--- src/rtl/fpu_pkg.sv ---
// Shared FP sequencing definitions: operand type codes, rounding modes,
// fflags bit positions and the convert-sequencer state encoding.
package fpu_pkg;

  localparam logic [1:0] FP_TYPE_FP32   = 2'b00;
  localparam logic [1:0] FP_TYPE_FP64   = 2'b01;
  localparam logic [1:0] FP_TYPE_INT32  = 2'b10;
  localparam logic [1:0] FP_TYPE_UINT32 = 2'b11;

  localparam logic [2:0] RM_RNE = 3'b000;
  localparam logic [2:0] RM_RTZ = 3'b001;
  localparam logic [2:0] RM_RDN = 3'b010;
  localparam logic [2:0] RM_RUP = 3'b011;
  localparam logic [2:0] RM_RMM = 3'b100;
  localparam logic [2:0] RM_DYN = 3'b111;

  localparam int FFLAG_NX = 0;
  localparam int FFLAG_UF = 1;
  localparam int FFLAG_OF = 2;
  localparam int FFLAG_DZ = 3;
  localparam int FFLAG_NV = 4;

  typedef enum logic [1:0] {
    ST_IDLE  = 2'b00,
    ST_ISSUE = 2'b01,
    ST_RESP  = 2'b10
  } cvt_state_e;

  // Converter flags {invalid,overflow,underflow,inexact} -> fflags {NV,DZ,OF,UF,NX}.
  // The convert unit can never raise divide-by-zero.
  function automatic logic [4:0] map_cvt_flags(input logic [3:0] flags);
    logic [4:0] f;
    f           = 5'b00000;
    f[FFLAG_NV] = flags[3];
    f[FFLAG_DZ] = 1'b0;
    f[FFLAG_OF] = flags[2];
    f[FFLAG_UF] = flags[1];
    f[FFLAG_NX] = flags[0];
    return f;
  endfunction

endpackage

--- src/rtl/fpu_rm_resolve.sv ---
// Combinational rounding-mode resolution (instruction rm vs. frm CSR) and
// legality check for FP32 <-> 32-bit integer conversions.
module fpu_rm_resolve
  import fpu_pkg::*;
(
  input  logic [2:0] rm,
  input  logic [2:0] frm,
  input  logic [1:0] in_type,
  input  logic [1:0] out_type,
  output logic [2:0] rm_resolved,
  output logic       illegal
);

  logic rm_bad_s;
  logic pair_ok_s;

  // Resolve dynamic rounding and flag reserved modes or unsupported type pairs.
  always_comb begin
    rm_resolved = rm;
    rm_bad_s    = 1'b0;
    pair_ok_s   = 1'b0;
    if (rm == RM_DYN) begin
      rm_resolved = frm;
    end else begin
      rm_resolved = rm;
    end
    case (rm_resolved)
      RM_RNE, RM_RTZ, RM_RDN, RM_RUP, RM_RMM: rm_bad_s = 1'b0;
      default:                                rm_bad_s = 1'b1;
    endcase
    case ({in_type, out_type})
      {FP_TYPE_FP32,   FP_TYPE_INT32},
      {FP_TYPE_FP32,   FP_TYPE_UINT32},
      {FP_TYPE_INT32,  FP_TYPE_FP32},
      {FP_TYPE_UINT32, FP_TYPE_FP32}: pair_ok_s = 1'b1;
      default:                        pair_ok_s = 1'b0;
    endcase
    illegal = rm_bad_s | ~pair_ok_s;
  end

endmodule

--- src/rtl/fpu_cvt_sequencer.sv ---
// Sequencer in front of the FP32 convert unit: accepts FCVT requests,
// resolves rounding, drives the converter until done, returns a response
// and keeps the sticky fflags field.
// Optional build macro FPU_CVT_PERF_EN adds conversion / inexact counters.
module fpu_cvt_sequencer
  import fpu_pkg::*;
#(
  parameter int XLEN  = 32,
  parameter int TAG_W = 5
) (
  input  logic             clk,
  input  logic             rst_n,
  input  logic             req_valid,
  output logic             req_ready,
  input  logic [XLEN-1:0]  req_operand,
  input  logic [1:0]       req_in_type,
  input  logic [1:0]       req_out_type,
  input  logic [2:0]       req_rm,
  input  logic [TAG_W-1:0] req_tag,
  input  logic             flush,
  input  logic [2:0]       csr_frm,
  input  logic             csr_fflags_we,
  input  logic [4:0]       csr_fflags_wdata,
  output logic [4:0]       fflags,
  output logic             cvt_start,
  output logic [XLEN-1:0]  cvt_operand,
  output logic [1:0]       cvt_in_type,
  output logic [1:0]       cvt_out_type,
  output logic [2:0]       cvt_rm,
  input  logic             cvt_done,
  input  logic [XLEN-1:0]  cvt_result,
  input  logic [3:0]       cvt_flags,
  output logic             rsp_valid,
  input  logic             rsp_ready,
  output logic [XLEN-1:0]  rsp_result,
  output logic [TAG_W-1:0] rsp_tag,
  output logic             rsp_illegal
`ifdef FPU_CVT_PERF_EN
  ,
  output logic [31:0]      perf_cvt_count,
  output logic [31:0]      perf_inexact_count
`endif
);

  cvt_state_e       state_r;
  cvt_state_e       state_next_s;
  logic             accept_s;
  logic             capture_s;
  logic [2:0]       rm_resolved_s;
  logic             illegal_s;
  logic [4:0]       flag_accum_s;

  logic             req_ready_r;
  logic             cvt_start_r;
  logic             rsp_valid_r;
  logic [XLEN-1:0]  cvt_operand_r;
  logic [1:0]       cvt_in_type_r;
  logic [1:0]       cvt_out_type_r;
  logic [2:0]       cvt_rm_r;
  logic [XLEN-1:0]  rsp_result_r;
  logic [TAG_W-1:0] rsp_tag_r;
  logic             rsp_illegal_r;
  logic [4:0]       fflags_r;

  fpu_rm_resolve u_rm_resolve (
    .rm          (req_rm),
    .frm         (csr_frm),
    .in_type     (req_in_type),
    .out_type    (req_out_type),
    .rm_resolved (rm_resolved_s),
    .illegal     (illegal_s)
  );

  // State register.
  always_ff @(posedge clk or negedge rst_n) begin
    if (!rst_n) begin
      state_r <= ST_IDLE;
    end else begin
      state_r <= state_next_s;
    end
  end

  // Next-state logic; flush overrides every transition including accept.
  always_comb begin
    state_next_s = state_r;
    accept_s     = 1'b0;
    capture_s    = 1'b0;
    case (state_r)
      ST_IDLE: begin
        if (flush) begin
          state_next_s = ST_IDLE;
        end else if (req_valid) begin
          accept_s     = 1'b1;
          state_next_s = illegal_s ? ST_RESP : ST_ISSUE;
        end else begin
          state_next_s = ST_IDLE;
        end
      end
      ST_ISSUE: begin
        if (flush) begin
          state_next_s = ST_IDLE;
        end else if (cvt_done) begin
          capture_s    = 1'b1;
          state_next_s = ST_RESP;
        end else begin
          state_next_s = ST_ISSUE;
        end
      end
      ST_RESP: begin
        if (flush || rsp_ready) begin
          state_next_s = ST_IDLE;
        end else begin
          state_next_s = ST_RESP;
        end
      end
      default: begin
        state_next_s = ST_IDLE;
      end
    endcase
  end

  // Flags contributed by a conversion completing this cycle (none if flushed).
  always_comb begin
    if (capture_s) begin
      flag_accum_s = map_cvt_flags(cvt_flags);
    end else begin
      flag_accum_s = 5'b00000;
    end
  end

  // Registered handshake/control outputs decoded from the next state.
  always_ff @(posedge clk or negedge rst_n) begin
    if (!rst_n) begin
      req_ready_r <= 1'b0;
      cvt_start_r <= 1'b0;
      rsp_valid_r <= 1'b0;
    end else begin
      req_ready_r <= (state_next_s == ST_IDLE);
      cvt_start_r <= (state_next_s == ST_ISSUE);
      rsp_valid_r <= (state_next_s == ST_RESP);
    end
  end

  // Request latch on accept and result capture on converter done.
  always_ff @(posedge clk or negedge rst_n) begin
    if (!rst_n) begin
      cvt_operand_r  <= {XLEN{1'b0}};
      cvt_in_type_r  <= 2'b00;
      cvt_out_type_r <= 2'b00;
      cvt_rm_r       <= 3'b000;
      rsp_result_r   <= {XLEN{1'b0}};
      rsp_tag_r      <= {TAG_W{1'b0}};
      rsp_illegal_r  <= 1'b0;
    end else if (accept_s) begin
      cvt_operand_r  <= req_operand;
      cvt_in_type_r  <= req_in_type;
      cvt_out_type_r <= req_out_type;
      cvt_rm_r       <= rm_resolved_s;
      rsp_result_r   <= {XLEN{1'b0}};
      rsp_tag_r      <= req_tag;
      rsp_illegal_r  <= illegal_s;
    end else if (capture_s) begin
      rsp_result_r   <= cvt_result;
    end else begin
      rsp_result_r   <= rsp_result_r;
    end
  end

  // Sticky fflags; a CSR write merges with flags accrued in the same cycle.
  always_ff @(posedge clk or negedge rst_n) begin
    if (!rst_n) begin
      fflags_r <= 5'b00000;
    end else if (csr_fflags_we) begin
      fflags_r <= csr_fflags_wdata | flag_accum_s;
    end else begin
      fflags_r <= fflags_r | flag_accum_s;
    end
  end

`ifdef FPU_CVT_PERF_EN
  logic [31:0] perf_cvt_count_r;
  logic [31:0] perf_inexact_count_r;

  // Completed-conversion and inexact-result counters (wrap naturally).
  always_ff @(posedge clk or negedge rst_n) begin
    if (!rst_n) begin
      perf_cvt_count_r     <= 32'd0;
      perf_inexact_count_r <= 32'd0;
    end else if (capture_s) begin
      perf_cvt_count_r     <= perf_cvt_count_r + 32'd1;
      perf_inexact_count_r <= perf_inexact_count_r + {31'd0, cvt_flags[0]};
    end else begin
      perf_cvt_count_r     <= perf_cvt_count_r;
      perf_inexact_count_r <= perf_inexact_count_r;
    end
  end

  assign perf_cvt_count     = perf_cvt_count_r;
  assign perf_inexact_count = perf_inexact_count_r;
`endif

  assign req_ready    = req_ready_r;
  assign cvt_start    = cvt_start_r;
  assign cvt_operand  = cvt_operand_r;
  assign cvt_in_type  = cvt_in_type_r;
  assign cvt_out_type = cvt_out_type_r;
  assign cvt_rm       = cvt_rm_r;
  assign rsp_valid    = rsp_valid_r;
  assign rsp_result   = rsp_result_r;
  assign rsp_tag      = rsp_tag_r;
  assign rsp_illegal  = rsp_illegal_r;
  assign fflags       = fflags_r;

endmodule

--- config.mk ---
export PLATFORM = sky130hd
export DESIGN_NAME = fpu_cvt_sequencer
export DESIGN_NICKNAME = d
export VERILOG_FILES = /design/src/rtl/fpu_pkg.sv /design/src/rtl/fpu_rm_resolve.sv /design/src/rtl/fpu_cvt_sequencer.sv
export SDC_FILE = /design/constraint.sdc
export NUM_CORES = 1
export LEC_CHECK = 0
export CORE_MARGIN = 1
export CORE_UTILIZATION = 35
export DETAILED_ROUTE_END_ITERATION = 10
export PLACE_DENSITY = 0.78
export SLEW_MARGIN = 20
export SYNTH_ARGS = -nofsm -noshare
export SYNTH_HDL_FRONTEND = slang
export SYNTH_SLANG_ARGS = --single-unit
--- constraint.sdc ---
create_clock -name clk -period 2.7 [get_ports clk]
set_input_delay 0.81 -clock clk [delete_from_list [all_inputs] [get_ports clk]]
set_output_delay 0.81 -clock clk [all_outputs]
set_load 0.01 [all_outputs]
==> impl_metrics.toml <==
[sta]
fin_tns_setup_ps = 0
setup_slack_ps = 404
max_slew_margin_pct = 49.1
period_share_pct = 85.0
drv_slew = 0
fmax_ghz = 0.436
setup_viol = 0
rsz0062_at_grt = "no"
min_period_ps = 2300
worst-slew-pin-transition_ps = 762
hold_violations = 0
skew_ps = 6.02

[logic_synthesis]
syn_inst = 305
synth.ff_latch_count = 87
syn-cell-area_um2 = 3330
async_flop_share_pct = 100
synth_ff_type = "dfrtp_1"
ys_warn_count = 0
synth_edf_count = 0
synth_fp_nets = 400
yosysSeqAreaShare_pct = 65.3
avgSynthCellArea_um2 = 10.9
synth.distinct_cells = 23

[setup_path]
path_depth = 5
cp_top_family = "buffers and inverters"
r2r-start = "state_r[0]"
path_max_fanout = 44
r2r_cells = 4
crit_start = "flush"
arrival_ps = 2550
worst-r2r-setup-slack_ps = 1030
cp-end-kind = "flop"
slowest_stage = "clkdlybuf4s50_1"
worst-path-buf-inv = 2
slowest_delay_ps = 560
critPathKind = "in -> reg"
path_cells = "clkdlybuf4s50_1 -> nor4b_4 -> buf_4 -> nand3_1 -> o211ai_1"
cp.required_ps = 2960
r2r-end = "state_r[1]"
startpoint_type = "primary input"
endpoint = "state_r[1]"

[die]
io_pins = 180
fp-row-count = 35
die_w_um = 99.6
core-area_um2 = 9240
die_area_um2 = 9910
initial_core_util_pct = 36.1
die_y_um = 99.6

[placed_design]
port_buffers = 179
dp.cells = 600
place_ws_ps = 22.2
post-dp-hpwl_um = 6610
gp_congestion = 0.753

[detailed_routing]
dr.pass1.iters = 4
vias = 2882
ant_nets = 0
routed_wl_um = 9220
drc = 0
wl_per_cell_um = 15.0
viasPerCell = 4.68
first_iter_violations = 116

[grt]
antenna_found_initial = 0
grt-ovfl-total = 0
grt_pass1_wl_um = 14700
track_usage_pct = 19.0
grt_max_degree = 46
grt_pass1_vias = 2966

[cts]
clock_sinks = 87
ctsHoldBuffers = 0
postCtsSetupBuffers = 0
htreeDepth = 3
cts_tree = "built"
cts_resized = 0
clkTransAtPathRegs_ps = 90
numCtsBuffers = 9
insertion_delay_ps = 330
clockBufferDepth = 2
root_buffer = "clkbuf_8"

[power_and_ir_drop]
power_leakage_uw = 0.00251
vdd_ir_drop_max_uv = 323
pwr_density_cell_nw_per_um2 = 610

[final_layout]
layout.nets = 577
antenna_cells = 0
layoutNonFillerInstCount = 616
fin_util_pct = 59.0
areaGrowthSynthToFinish_pct = 63.6
drive_gt1_share_pct = 5.95

[run_status]
outcome = "finished clean"

[flow_run]
maxCapViolations = 0

[worst_hold_path]
min_path_type = "in -> async"
## cell families (layout without fill, tap and decap cells)
family | after synthesis | in the layout | synth area share (%)
muxes | 1 | 1 | 0.338
DFF | 87 | 87 | 65.3
AOI/OAI and AO/OA | 51 | 51 | 12.4
buffers and inverters | 18 | 200 | 3.04
and+or+nand+nor | 148 | 148 | 18.9
## metrics by stage
stage	power [uW]	hold slack [ps]	instance area, um2
floorplan	1870	501	3330
global placement	2420	455	5250
detailed placement	2450	456	5250
global route	3510	465	5450
CTS	3370	461	5450
finish	3320	440	5450
## metal layers
metal	wire length (um)	part of all wire, %	track usage, %	vias to the layer above
met5	0	0	0	-
li1	-	-	-	1375
met4	128	1.4	6.33	0
met2	4530	49	31.6	111
met3	653	7.1	5.41	10
met1	3910	42	24.0	1386
## power by group
part,switching [uW],internal (uW)
clock,454,454
combinational,348,495
sequential,101,1470
total,903,2420
## cells in the mapped netlist, types with 2 or more instances
cell type / number / area share [%]
nand2_1: 129 / 15
clkbuf_1: 6 / 0.68
nor2b_1: 4 / 0.75
a221o_1: 4 / 1.2
buf_2: 9 / 1.4
or3b_2: 3 / 0.79
dfrtp_1: 87 / 65
nand3_1: 2 / 0.30
a22o_1: 32 / 8.4
nor2_1: 3 / 0.34
a21oi_1: 2 / 0.30
nand3b_1: 2 / 0.45
o21ai_0: 7 / 1.1
buf_6: 3 / 1.0
o211ai_1: 2 / 0.45
a21o_1: 3 / 0.68
## flip-flops by register name (all words and copies together) (netlist names)
signal and count:
cvt_in_type 2, cvt_operand 32, cvt_out_type 2, cvt_rm 3, cvt_start 1, fflags 5
req_ready 1, rsp_illegal 1, rsp_result 32, rsp_tag 5, rsp_valid 1, state_r 2
## cell usage in the layout, fill, tap and decap left out, drive strengths merged, types with 3 or more instances in the layout
cell type	instances
clkbuf	11
buf	6
nand2	129
nor2	3
or3b	3
dfrtp	87
a22o	32
nor2b	4
o21ai	7
a21o	3
a221o	4
clkdlybuf4s50	178
## area by class of cell
cell class	count	area, um2
fill	796	3790
sequential	87	2180
timing repair buffer	184	1840
multi-input combinational	200	1080
tap	129	161
clock buffer	11	141
clock inverter	5	56.3
## worst min path at each step
stage,endpoint,slack (ps),cells after the start
global route,rsp_result[7],470,1
floorplan,cvt_rm[1],500,2
finish,rsp_result[2],440,1
global placement,cvt_rm[1],460,2
detailed placement,cvt_rm[1],460,2
CTS,rsp_result[2],460,1
Note: power is estimated with default switching activity, not from simulation.
